$ cat src/rtl/dmg_core_if.sv
// rtl/dmg_core_if.sv - cartridge ROM read port shared by the DMG core and its ROM
interface dmg_core_if;
   logic [14:0] rom_addr;
   logic [7:0]  rom_data;

   modport master (output rom_addr, input rom_data);
   modport slave  (input rom_addr, output rom_data);
endinterface

$ cat src/rtl/dmg_core.sv
// rtl/dmg_core.sv - minimal SM83-subset CPU core fetching from a 1-cycle synchronous ROM
module dmg_core #(
   parameter logic [15:0] RESET_PC = 16'h0100
) (
   input  logic          clk,
   input  logic          rst,
   dmg_core_if.master    bus,
   output logic          halted,
   output logic [15:0]   dbg_pc,
   output logic [7:0]    dbg_a,
   output logic [7:0]    dbg_f
);

   // Each byte takes an address cycle and a data cycle
   localparam logic [0:0] S_ADDR = 1'b0;
   localparam logic [0:0] S_DATA = 1'b1;

   logic [0:0]  r_state;
   logic [1:0]  r_cnt;
   logic [7:0]  r_op;
   logic [7:0]  r_lo;
   logic [15:0] r_pc;
   logic [7:0]  r_regs [0:7];
   logic        r_z, r_n, r_h, r_c;
   logic        r_halted;

   logic [7:0]  w_op;
   logic [7:0]  w_imm;
   logic [1:0]  w_len;
   logic        w_last;
   logic        w_is_jr;
   logic        w_cond;
   logic [15:0] w_pc_inc;
   logic [15:0] w_tgt;
   logic [7:0]  w_src;
   logic [7:0]  w_dst;
   logic [7:0]  w_a;
   logic        w_cin;
   logic [8:0]  w_sum9;
   logic [4:0]  w_hsum5;
   logic [8:0]  w_dif9;
   logic [4:0]  w_hdif5;
   logic [7:0]  w_inc;
   logic [7:0]  w_dec;

   logic        w_wr_en;
   logic [2:0]  w_wr_idx;
   logic [7:0]  w_wr_val;
   logic        w_fl_en;
   logic        w_nz, w_nn, w_nh, w_nc;
   logic        w_jump;
   logic        w_halt;

   // The opcode is live on the ROM bus for the first byte, latched afterwards
   assign w_op     = (r_cnt == 2'd0) ? bus.rom_data : r_op;
   assign w_imm    = bus.rom_data;
   assign w_pc_inc = r_pc + 16'd1;
   assign w_is_jr  = (w_op == 8'h18) || ((w_op[7:5] == 3'b001) && (w_op[2:0] == 3'b000));
   assign w_src    = r_regs[w_op[2:0]];
   assign w_dst    = r_regs[w_op[5:3]];
   assign w_a      = r_regs[7];
   assign w_cin    = w_op[3] & ~w_op[5] & r_c;
   assign w_sum9   = {1'b0, w_a} + {1'b0, w_src} + {8'd0, w_cin};
   assign w_hsum5  = {1'b0, w_a[3:0]} + {1'b0, w_src[3:0]} + {4'd0, w_cin};
   assign w_dif9   = {1'b0, w_a} - {1'b0, w_src} - {8'd0, w_cin};
   assign w_hdif5  = {1'b0, w_a[3:0]} - {1'b0, w_src[3:0]} - {4'd0, w_cin};
   assign w_inc    = w_dst + 8'd1;
   assign w_dec    = w_dst - 8'd1;
   assign w_tgt    = (w_op == 8'hC3) ? {w_imm, r_lo}
                                     : w_pc_inc + {{8{w_imm[7]}}, w_imm};
   assign w_last   = ((r_cnt + 2'd1) == w_len);

   // Instruction length in bytes from the opcode
   always_comb begin
      w_len = 2'd1;
      if (w_op == 8'hC3)
         w_len = 2'd3;
      else if (w_is_jr || ((w_op[7:6] == 2'b00) && (w_op[2:0] == 3'd6) && (w_op[5:3] != 3'd6)))
         w_len = 2'd2;
   end

   // Branch condition for JR forms; the unconditional JR always jumps
   always_comb begin
      w_cond = 1'b1;
      if (w_op != 8'h18) begin
         case (w_op[4:3])
            2'd0:    w_cond = ~r_z;
            2'd1:    w_cond = r_z;
            2'd2:    w_cond = ~r_c;
            default: w_cond = r_c;
         endcase
      end
   end

   // Execute stage: what the last byte of the instruction commits
   always_comb begin
      w_wr_en  = 1'b0;
      w_wr_idx = w_op[5:3];
      w_wr_val = 8'h00;
      w_fl_en  = 1'b0;
      w_nz     = r_z;
      w_nn     = r_n;
      w_nh     = r_h;
      w_nc     = r_c;
      w_jump   = 1'b0;
      w_halt   = 1'b0;
      if (w_op == 8'h76) begin
         w_halt = 1'b1;
      end else if (w_op == 8'hC3) begin
         w_jump = 1'b1;
      end else if (w_is_jr) begin
         w_jump = w_cond;
      end else if ((w_op[7:6] == 2'b00) && (w_op[5:3] != 3'd6)) begin
         case (w_op[2:0])
            3'd6: begin
               w_wr_en  = 1'b1;
               w_wr_val = w_imm;
            end
            3'd4: begin
               w_wr_en  = 1'b1;
               w_wr_val = w_inc;
               w_fl_en  = 1'b1;
               w_nz     = (w_inc == 8'h00);
               w_nn     = 1'b0;
               w_nh     = (w_dst[3:0] == 4'hF);
            end
            3'd5: begin
               w_wr_en  = 1'b1;
               w_wr_val = w_dec;
               w_fl_en  = 1'b1;
               w_nz     = (w_dec == 8'h00);
               w_nn     = 1'b1;
               w_nh     = (w_dst[3:0] == 4'h0);
            end
            default: ;
         endcase
      end else if ((w_op[7:6] == 2'b01) && (w_op[5:3] != 3'd6) && (w_op[2:0] != 3'd6)) begin
         w_wr_en  = 1'b1;
         w_wr_val = w_src;
      end else if ((w_op[7:6] == 2'b10) && (w_op[2:0] != 3'd6)) begin
         w_wr_idx = 3'd7;
         w_fl_en  = 1'b1;
         case (w_op[5:3])
            3'd0, 3'd1: begin
               w_wr_en  = 1'b1;
               w_wr_val = w_sum9[7:0];
               w_nn     = 1'b0;
               w_nh     = w_hsum5[4];
               w_nc     = w_sum9[8];
            end
            3'd2, 3'd3, 3'd7: begin
               w_wr_en  = (w_op[5:3] != 3'd7);
               w_wr_val = w_dif9[7:0];
               w_nn     = 1'b1;
               w_nh     = w_hdif5[4];
               w_nc     = w_dif9[8];
            end
            3'd4: begin
               w_wr_en  = 1'b1;
               w_wr_val = w_a & w_src;
               w_nn     = 1'b0;
               w_nh     = 1'b1;
               w_nc     = 1'b0;
            end
            3'd5: begin
               w_wr_en  = 1'b1;
               w_wr_val = w_a ^ w_src;
               w_nn     = 1'b0;
               w_nh     = 1'b0;
               w_nc     = 1'b0;
            end
            default: begin
               w_wr_en  = 1'b1;
               w_wr_val = w_a | w_src;
               w_nn     = 1'b0;
               w_nh     = 1'b0;
               w_nc     = 1'b0;
            end
         endcase
         if (w_op[5:3] == 3'd7)
            w_nz = (w_dif9[7:0] == 8'h00);
         else
            w_nz = (w_wr_val == 8'h00);
      end
   end

   // Fetch sequencer and architectural state update
   always_ff @(posedge clk) begin
      if (!rst) begin
         r_state  <= S_ADDR;
         r_cnt    <= 2'd0;
         r_op     <= 8'h00;
         r_lo     <= 8'h00;
         r_pc     <= RESET_PC;
         r_z      <= 1'b0;
         r_n      <= 1'b0;
         r_h      <= 1'b0;
         r_c      <= 1'b0;
         r_halted <= 1'b0;
         for (int i = 0; i < 8; i++)
            r_regs[i] <= 8'h00;
      end else if (!r_halted) begin
         if (r_state == S_ADDR) begin
            r_state <= S_DATA;
         end else begin
            r_state <= S_ADDR;
            r_pc    <= w_pc_inc;
            if (w_last) begin
               r_cnt <= 2'd0;
               if (w_wr_en)
                  r_regs[w_wr_idx] <= w_wr_val;
               if (w_fl_en) begin
                  r_z <= w_nz;
                  r_n <= w_nn;
                  r_h <= w_nh;
                  r_c <= w_nc;
               end
               if (w_jump)
                  r_pc <= w_tgt;
               if (w_halt)
                  r_halted <= 1'b1;
            end else begin
               r_cnt <= r_cnt + 2'd1;
               if (r_cnt == 2'd0)
                  r_op <= bus.rom_data;
               else
                  r_lo <= bus.rom_data;
            end
         end
      end
   end

   assign bus.rom_addr = r_pc[14:0];
   assign halted       = r_halted;
   assign dbg_pc       = r_pc;
   assign dbg_a        = r_regs[7];
   assign dbg_f        = {r_z, r_n, r_h, r_c, 4'b0000};

endmodule

$ cat src/flat_wrapper.sv
// flat-port wrapper written by rule: the top's interface ports become plain ports
module dmg_core_flat 
#(
   parameter logic [15:0] RESET_PC = 16'h0100
)
  (clk, rst, halted, dbg_pc, dbg_a, dbg_f, bus_rom_addr, bus_rom_data);
  dmg_core_if bus_i ();
  input  logic clk;
  input  logic rst;
  output logic halted;
  output logic [15:0] dbg_pc;
  output logic [7:0] dbg_a;
  output logic [7:0] dbg_f;
  output wire logic [$bits(bus_i.rom_addr)-1:0] bus_rom_addr;
  input wire logic [$bits(bus_i.rom_data)-1:0] bus_rom_data;
  assign bus_rom_addr = bus_i.rom_addr;
  assign bus_i.rom_data = bus_rom_data;
  dmg_core #(.RESET_PC(RESET_PC)) u_core (.clk(clk), .rst(rst), .bus(bus_i), .halted(halted), .dbg_pc(dbg_pc), .dbg_a(dbg_a), .dbg_f(dbg_f));
endmodule
$ cat config.mk
export PLATFORM = sky130hd
export DESIGN_NAME = dmg_core_flat
export DESIGN_NICKNAME = d
export VERILOG_FILES = /design/src/rtl/dmg_core_if.sv /design/src/rtl/dmg_core.sv /design/src/flat_wrapper.sv
export SDC_FILE = /design/constraint.sdc
export NUM_CORES = 1
export LEC_CHECK = 0
export ABC_AREA = 1
export ABC_CLOCK_PERIOD_IN_PS = 4800
export BUFFER_PORTS_ARGS = -buffer_cell sky130_fd_sc_hd__buf_2
export CORE_ASPECT_RATIO = 0.9
export CORE_MARGIN = 2
export CORE_UTILIZATION = 64
export CTS_BUF_LIST = sky130_fd_sc_hd__clkbuf_2
export CTS_CLUSTER_DIAMETER = 80
export DETAILED_ROUTE_END_ITERATION = 6
export GPL_TIMING_DRIVEN = 0
export PLACE_DENSITY = 0.95
export SYNTH_ARGS = -nofsm -noshare
export SYNTH_HDL_FRONTEND = slang
export SYNTH_SLANG_ARGS = --single-unit
$ cat constraint.sdc
create_clock -name clk -period 4.8 [get_ports clk]
set_input_delay 0.96 -clock clk [delete_from_list [all_inputs] [get_ports clk]]
set_output_delay 0.96 -clock clk [all_outputs]
set_load 0.02 [all_outputs]
Word-level counts from Yosys, hierarchy flattened
Memories as Yosys holds them, arrays and structs flattened.
Index checks and enable logic that the tools add are counted.
W data, S select, Z words.
{ "classes": {"addsub": 13, "eq_ne": 25, "n_mux": 79, "bitwise_logic": 16, "n_reduce_logical": 30} }
{ "op_table": {"columns": ["cell", "count"], "rows": [
  ["$mux W8", 14],
  ["$mux W16", 3],
  ["$mux W1", 44],
  ["$logic_not A8 Y1", 4],
  ["$pmux W8 S4", 1],
  ["$pmux W8 S3", 1],
  ["$mux W3", 7],
  ["$reduce_and A10 Y1", 2],
  ["$eq A3 B3 Y1 const B", 6],
  ["$add A16 B1 Y16 const B", 1],
  ["$add A16 B16 Y16", 1],
  ["$ne A3 B3 Y1 const B", 4],
  ["$not A1 Y1", 11],
  ["$add A8 B8 Y9", 1],
  ["$add A9 B1 Y9", 1],
  ["$sub A8 B8 Y9", 1],
  ["$sub A9 B1 Y9", 1],
  ["$add A8 B1 Y8 const B", 1],
  ["$and A8 B8 Y8", 1],
  ["$eq A8 B5 Y1 const B", 1],
  ["$eq A8 B7 Y1 const B", 1],
  ["$eq A8 B8 Y1 const B", 1],
  ["$ne A8 B5 Y1 const B", 1],
  ["$or A8 B8 Y8", 1],
  ["30 further kinds", 53]
]} }
{ "word_totals": {"regBits": 40, "ramBits": 64, "input_bits": 10, "output_inout_bits": 48, "wordCells": 174, "n_memories": 1} }
{ "memory_table": {"columns": ["memory", "words", "width", "read_ports", "rd_clocked_by_memory_dff", "write_ports", "line", "rtl"], "rows": [
  ["u_core.r_regs", 8, 8, 3, 0, 8, "dmg_core.sv:23", "logic [7:0] r_regs [0:7];"]
]} }

Depth between registers and ports, before layout
Gate-level depths: netlist of run 1.
{ "logic_depth": {"ltp_word": 20, "depth_mapped": 32, "ltp_nobuf": 29} }

Worst setup path before layout of run 1
OpenSTA, ideal clock, no wires.
{ "synth_path": {"path_kind": "input-to-reg", "from": "input port bus_rom_data[0]", "to": "memory u_core.r_regs[7][6] (data pin)", "setup_ps": 261, "t_arrival_ps": 4080, "t_required_ps": 4539, "path_slack_ps": 459, "cell_stages": 27, "path_buffers": 1, "cell_sequence": "inv_1 nand2_1 o21ai_2 nand2_2 inv_2 buf_2 a22oi_1 o221ai_1 nand2_1 o21ai_1 inv_1 fa_1 fa_1 nand2_1 nand2_1 nand2_1 inv_1 o21ai_0 nand2_1 nand2_1 nand2_1 nand3_1 nand2_1 nor3_1 o21ai_0 o21ai_4 nor2_1"} }
{ "synth_lines": {"columns": ["item", "line", "rtl"], "rows": [
  ["from (decl)", "flat_wrapper.sv:15", "input wire logic [$bits(bus_i.rom_data)-1:0] bus_rom_data;"],
  ["to (decl)", "dmg_core.sv:23", null]
]} }

==> results of run 1 <==
cell families after synthesis:
group | share of synthesized area
mux | 0.00223
xor+xnor | 0.0214
other cells | 0.000417
compound gates | 0.170
buf+inv | 0.125
fa+ha+maj | 0.0821
flops | 0.303
simple gates | 0.296
worst min-delay path: stages, from the launching register on:
cell and delay, ps:
dfxtp_1 370, inv_1 70, o32ai_1 80
power groups by stage:
| stage | clock network (µW) | logic [µW] | registers, µW |
|---|---|---|---|
| floorplan | 0 | 972 | 1040 |
| global placement | 0 | 1310 | 1040 |
| detailed placement | 0 | 1340 | 1050 |
| CTS | 422 | 1360 | 1030 |
| global route | 452 | 1610 | 1030 |
| finish | 427 | 1480 | 1030 |
layout make-up:
class	count	area, µm²	share of cell area
antenna	2	5.00	0.000508
clock inverter	7	63.8	0.00648
inverter	193	724	0.0735
buffer	59	422	0.0428
multi-input combinational	949	5330	0.541
sequential	104	2720	0.277
timing repair buffer	60	318	0.0323
clock buffer	9	45.0	0.00457
tap	172	215	0.0218
timing repair:
item,in CTS,in global routing
buffers inserted,0,7
resized for setup,14,38
pin swaps,0,6
setup endpoints to repair,39,51
cloned,0,0
per-layer routing:
metal / global-route usage / vias up / wire (µm)
li1: - / 4389 / -
met1: 0.574 / 4238 / 12100
met2: 0.566 / 705 / 12200
met3: 0.0843 / 91 / 3890
met4: 0.0971 / 0 / 865
met5: 0 / - / 0
state kept, by name (all words and copies together), names as in the netlist:
name and flops:
u_core.r_regs 64, u_core.r_cnt 2, u_core.r_op 8, u_core.r_state 1
u_core.r_lo 8, u_core.halted 1, u_core.r_z 1, u_core.r_c 1
u_core.r_h 1, u_core.r_n 1, u_core.dbg_pc 16
cell usage in the layout (no fill, tap or decap), types with 10 or more instances in the layout:
cell | synthesis | final
clkbuf_2 | 0 | 10
a21oi_1 | 69 | 69
dfxtp_1 | 40 | 39
nand2_1 | 322 | 319
o21ai_0 | 79 | 74
o221ai_1 | 15 | 15
nand4_1 | 14 | 14
inv_2 | 11 | 13
nand3_1 | 80 | 80
inv_1 | 181 | 179
nor2_1 | 134 | 132
conb_1 | 1 | 12
o21ai_1 | 16 | 18
nand2_2 | 14 | 13
xor2_1 | 13 | 13
edfxtp_1 | 64 | 64
buf_4 | 26 | 35
buf_2 | 12 | 61
clkbuf_1 | 12 | 11
ha_1 | 51 | 51
a22oi_1 | 14 | 13
cells in the mapped netlist, types with 14 or more instances:
| cell | count |
|---|---|
| nand3_1 | 80 |
| o21ai_0 | 79 |
| dfxtp_1 | 40 |
| a21oi_1 | 69 |
| nor2_1 | 134 |
| nand2_2 | 14 |
| edfxtp_1 | 64 |
| nand2_1 | 322 |
| a22oi_1 | 14 |
| ha_1 | 51 |
| o221ai_1 | 15 |
| nand4_1 | 14 |
| o21ai_1 | 16 |
| inv_1 | 181 |
| buf_4 | 26 |
per-stage QoR:
step,total power [µW],hold slack (ps),util
2_1_floorplan,2020,453,-
3_3_place_gp,2360,468,0.687
3_5_place_dp,2390,478,0.687
4_1_cts,2810,506,0.698
5_1_grt,3090,540,0.711
6_report,2940,510,0.711
how the worst max path moves through the flow:
stage / to / slack [ps] / start / cells after the start
2_1_floorplan: u_core.r_regs[7][6] / 460 / bus_rom_data[0] / 27
3_3_place_gp: u_core.r_regs[7][2] / -640 / bus_rom_data[1] / 20
3_5_place_dp: u_core.r_regs[0][2] / -730 / bus_rom_data[1] / 20
4_1_cts: u_core.r_regs[2][0] / 5 / u_core.r_cnt[0] / 24
5_1_grt: u_core.r_regs[2][6] / -20 / u_core.r_cnt[0] / 31
6_report: u_core.r_regs[2][0] / 150 / u_core.r_cnt[0] / 21
==> impl_metrics.ini, run 1 <==
[synth]
synth_flop_cell = edfxtp_1
yosysSeqAreaShare = 0.303
yosysTopAreaCell = edfxtp_1
syn_inst = 1294
synth_cell_types = 63
synth_edf_count = 64
yosys_register_bits = 104
syn_avg_cell_area_um2 = 6.95
synthArstFlopShare = 0
synth.top_cell.area_share = 0.214
netlist_area_um2 = 8990
ys_warn_count = 0
ys_top_cells_by_area = edfxtp_1 (21%), nand2_1 (13%), dfxtp_1 (8.9%)

[timing]
skew_ps = 47.2
period_share = 0.969
setup_slack_ps = 147
min_period_ps = 4650
hold_viol_final = 0
relSlewSlack = 0.464
worst_pin_slew_ps = 797
tns_ps = 0
fmax_mhz = 215
slew_violations = 0
setup_viol = 0

[worst_setup_path]
regToRegEndpoint = u_core.r_regs[2][0]
crit_required_ps = 5220
cp_top_family = compound AO/OA/AOI/OAI gates
critPathMaxStageDelay_ps = 580
critPathMostFrequentCell = inv_2
critPathArrivalTime_ps = 5070
crit_path_cell_trace = inv_2, ha_1, buf_6, inv_2, o21ai_0, nand2_4, buf_4, o221ai_1, nand2_1, o21ai_4, inv_2, fa_2, inv_1, ha_1, xor2_1, nand2_1, o211ai_1, o21ai_1, nor2_1, a211oi_4, nor2_1
r2r_slack_ps = 150
regToRegStartpoint = u_core.r_cnt[0]
cp_max_fo = 10
r2r_cells = 21
crit_slowest_cell = fa_2
endpoint_kind = flip-flop
crit_type = reg2reg
critPathLaunchType = flip-flop
worst-path-buf-inv = 6

[cts]
cts_tree = done
clock-root-buffer = clkbuf_2
cts_buffers = 9
clock_path_buffers = 2
hold_buffers = 0
clock_latency_ps = 680
path_clk_slew_ps = 340
clock_sinks = 104
cts-htree-levels = 3

[grt]
antenna_found_initial = 2
grt_remaining_overflow = 0
grt_pass1_vias = 8046
grt_max_degree = 20
grt_pass1_wl_um = 43700
grt_util_all_layers = 0.384

[worst_hold_path]
min_from = u_core.r_cnt[1]
hold_class = reg2reg
min_to = u_core.r_cnt[1]
hold_depth = 2

[route]
routed_wl_um = 29000
drt-pass1-iter-count = 7
routedWlPerCell_um = 18.7
post-route-drc-count = 0
drtIter0Drc = 1791
via_count = 9423
drtAntennaViolNets = 0
via_per_inst = 6.06

[place]
dpl_cell_area_um2 = 9510
routabilityCongestion = 1.05
place_ws_ps = -726
dp_cells = 1530
io_buffers = 53
dpl.hpwl_um = 22200

[run_status]
status = complete, no violations

[final_layout]
stdcell_area_um2 = 9850
nets = 1442
syn2layout_area_growth_pct = 9.56
fillers = 1181
layout-drive-gt1-share = 0.154
instances_no_fill = 1555

[floorplanning]
start_util = 0.649
rows = 41
boundaryPins = 58
dieWidth_um = 129
die_h_um = 116
die-area_um2 = 15000
coreArea_um2 = 13900

[power_and_ir_drop]
p_per_area_nw_per_um2 = 298
seqPwrFrac = 0.351
ir_worst_vdd_mv = 0.214
pwr-share-clk = 0.145
netSwitchingFraction = 0.476
pwr-share-comb = 0.504
switching_power_uw = 1400
p_int_uw = 1540
leakage_uw = 0.00480

[flow_run]
max-cap-violations = 0
Note: power is estimated with default switching activity, not from simulation.
==> inputs of run 2 (changes only) <==
Settings changed: ABC_CLOCK_PERIOD_IN_PS 4800 to 5700, CORE_UTILIZATION 64 to 69.
Clock period 4.8 ns to 5.7 ns, I/O delays scaled along.
==> run 2 against run 1 <==
The flow now finishes with violations (DRC). Setup slack better by 150 ps. Worst hold slack worse by 6.3 ps. Combinational power down 20%. Critical path depth up 2. Clock power down 5.9%. Sequential power down 16%. Die area down 7.0%. Design area down 2.1%. Wire length up 0.14%. Critical path type unchanged. Critical endpoint is now u_core.r_regs[2][2].
==> impl_metrics.ini, run 2 (synthesis gave the netlist of run 1 again) <==
[floorplanning]
coreArea_um2 = 12700
start_util = 0.709
rows = 39
dieWidth_um = 124
die_h_um = 112
boundaryPins = 58
die-area_um2 = 14000

[final_layout]
regArea_um2 = 2720
largest_reg_flops = 64
multi_input_area_um2 = 5190
layout-drive-gt1-share = 0.135
final_util = 0.760
top_register = u_core.r_regs
final_cell_mix = nand2_1 (322), inv_1 (181), nor2_1 (134)
fillers = 1054
nets = 1435
syn2layout_area_growth_pct = 7.24
final_common_cell = nand2_1

[worst_hold_path]
hold_class = reg2reg
hold_depth = 1

[place]
place_ws_ps = -66.6
routabilityCongestion = 1.01
io_buffers = 53
dpl.hpwl_um = 22600

[run_status]
violations = DRC
status = finished, violations left

[timing]
setup_viol = 0
setup_slack_ps = 297
rsz0062_at_grt = false
worst_pin_slew_ps = 793
skew_ps = 57.7
period_share = 0.948
slew_violations = 0
relSlewSlack = 0.470
fmax_mhz = 185
hold_viol_final = 0
tns_ps = 0
min_period_ps = 5400
finalHoldWorstSlack_ps = 504

[grt]
grt_pass1_wl_um = 45500
grt_pass1_vias = 8530
grt.met2_usage = 0.603
gr-usage-met3 = 0.108
grt_remaining_overflow = 0
grt_max_degree = 20
use_met1 = 0.601
antenna_found_initial = 1
grt-busiest-layer = met2
grt_util_all_layers = 0.416

[cts]
clock-root-buffer = clkbuf_2
hold_buffers = 0
cts-htree-levels = 3
path_clk_slew_ps = 340
cts_tree = done
clock_latency_ps = 690
clock_path_buffers = 2
clock_sinks = 104
cts_buffers = 9

[power_and_ir_drop]
leakage_uw = 0.00473
ir_worst_vdd_mv = 0.213
p_per_area_nw_per_um2 = 254
p_total_uw = 2450

[worst_setup_path]
worst-path-buf-inv = 6
path_depth = 23
regToRegStartpoint = u_core.r_cnt[0]
critPathLaunchType = flip-flop
r2r_cells = 23
critPathMostFrequentCell = nand2_1
crit_slowest_cell = nor2_1
critPathArrivalTime_ps = 5840
cp_top_family = simple AND/OR/NAND/NOR gates
cp-endpoint = u_core.r_regs[2][2]
cp_max_fo = 10
critPathMaxStageDelay_ps = 590
crit_start = u_core.r_cnt[0]
r2r_slack_ps = 300
crit_path_cell_trace = inv_1, ha_1, buf_6, buf_8, nand2_1, o21a_1, nand2_2, inv_2, buf_2, a22oi_1, o221ai_1, nand2_1, o21ai_1, inv_1, fa_1, fa_1, xnor2_1, nand2_1, o21ai_0, nor3_1, o221ai_1, nor2_1, nor2_1
crit_type = reg2reg
crit_required_ps = 6140
regToRegEndpoint = u_core.r_regs[2][2]
endpoint_kind = flip-flop

[flow_run]
max-cap-violations = 0

[route]
via_per_inst = 6.10
drtAntennaViolNets = 0
routed_wl_um = 29100
drtIter0Drc = 1492
via_count = 9395
routedWlPerCell_um = 18.9
drt-pass1-iter-count = 7
post-route-drc-count = 2
## run 2: report_power, final
group | leakage [µW] | total (µW) | internal (µW) | switching, µW
Combinational | 0.00367 | 1180 | 360 | 819
Sequential | 0.000982 | 865 | 836 | 28.6
Clock | 0.0000825 | 402 | 116 | 285
## run 2: per-layer routing
layer | wire length, µm | vias to the layer above
li1 | - | 4378
met1 | 11900 | 4211
met2 | 12000 | 724
met3 | 4270 | 82
met4 | 920 | 0
met5 | 0 | -
## run 2: repair_timing
item,CTS,global route
endpoints found under the hold margin,0,0
setup endpoints to repair,0,7
setup buffers,0,0
gates resized for setup,0,2
## run 2: worst min path at each step
stage / slack [ps] / endpoint / from
final: 500 / u_core.r_state / u_core.halted
after global routing: 500 / u_core.r_state / u_core.halted
after CTS: 500 / u_core.r_state / u_core.halted
after detailed placement: 470 / u_core.r_lo[7] / u_core.r_lo[7]
after global placement: 470 / u_core.r_lo[7] / u_core.r_lo[7]
after floorplan: 450 / u_core.r_cnt[1] / u_core.r_cnt[1]
## run 2: cell type report
class	instances	area share
inverters	193	0.0751
flip-flops and latches	104	0.282
repair buffers	53	0.0275
well taps	164	0.0213
clock inverters	6	0.00843
plain buffers	59	0.0413
multi-input cells	949	0.539
diodes	1	0.000260
clock buffers	10	0.00519
## run 2: worst register-to-register path, stage by stage, from the launching register on
cell      delay (ps)
dfxtp_1          420
inv_1            100
ha_1             220
buf_6            150
buf_8            140
nand2_1          110
o21a_1           240
nand2_2          190
inv_2            120
buf_2            280
a22oi_1          110
o221ai_1          90
nand2_1           60
o21ai_1          220
inv_1            170
fa_1             500
fa_1             440
xnor2_1          160
nand2_1           80
o21ai_0          110
nor3_1           360
o221ai_1         160
nor2_1           590
nor2_1           130
## run 2: metrics by stage
stage / std cells / area [µm²]
2_1_floorplan: 1305 / 9030
3_3_place_gp: 1522 / 9500
3_5_place_dp: 1522 / 9500
4_1_cts: 1538 / 9630
5_1_grt: 1539 / 9640
6_report: 1539 / 9640
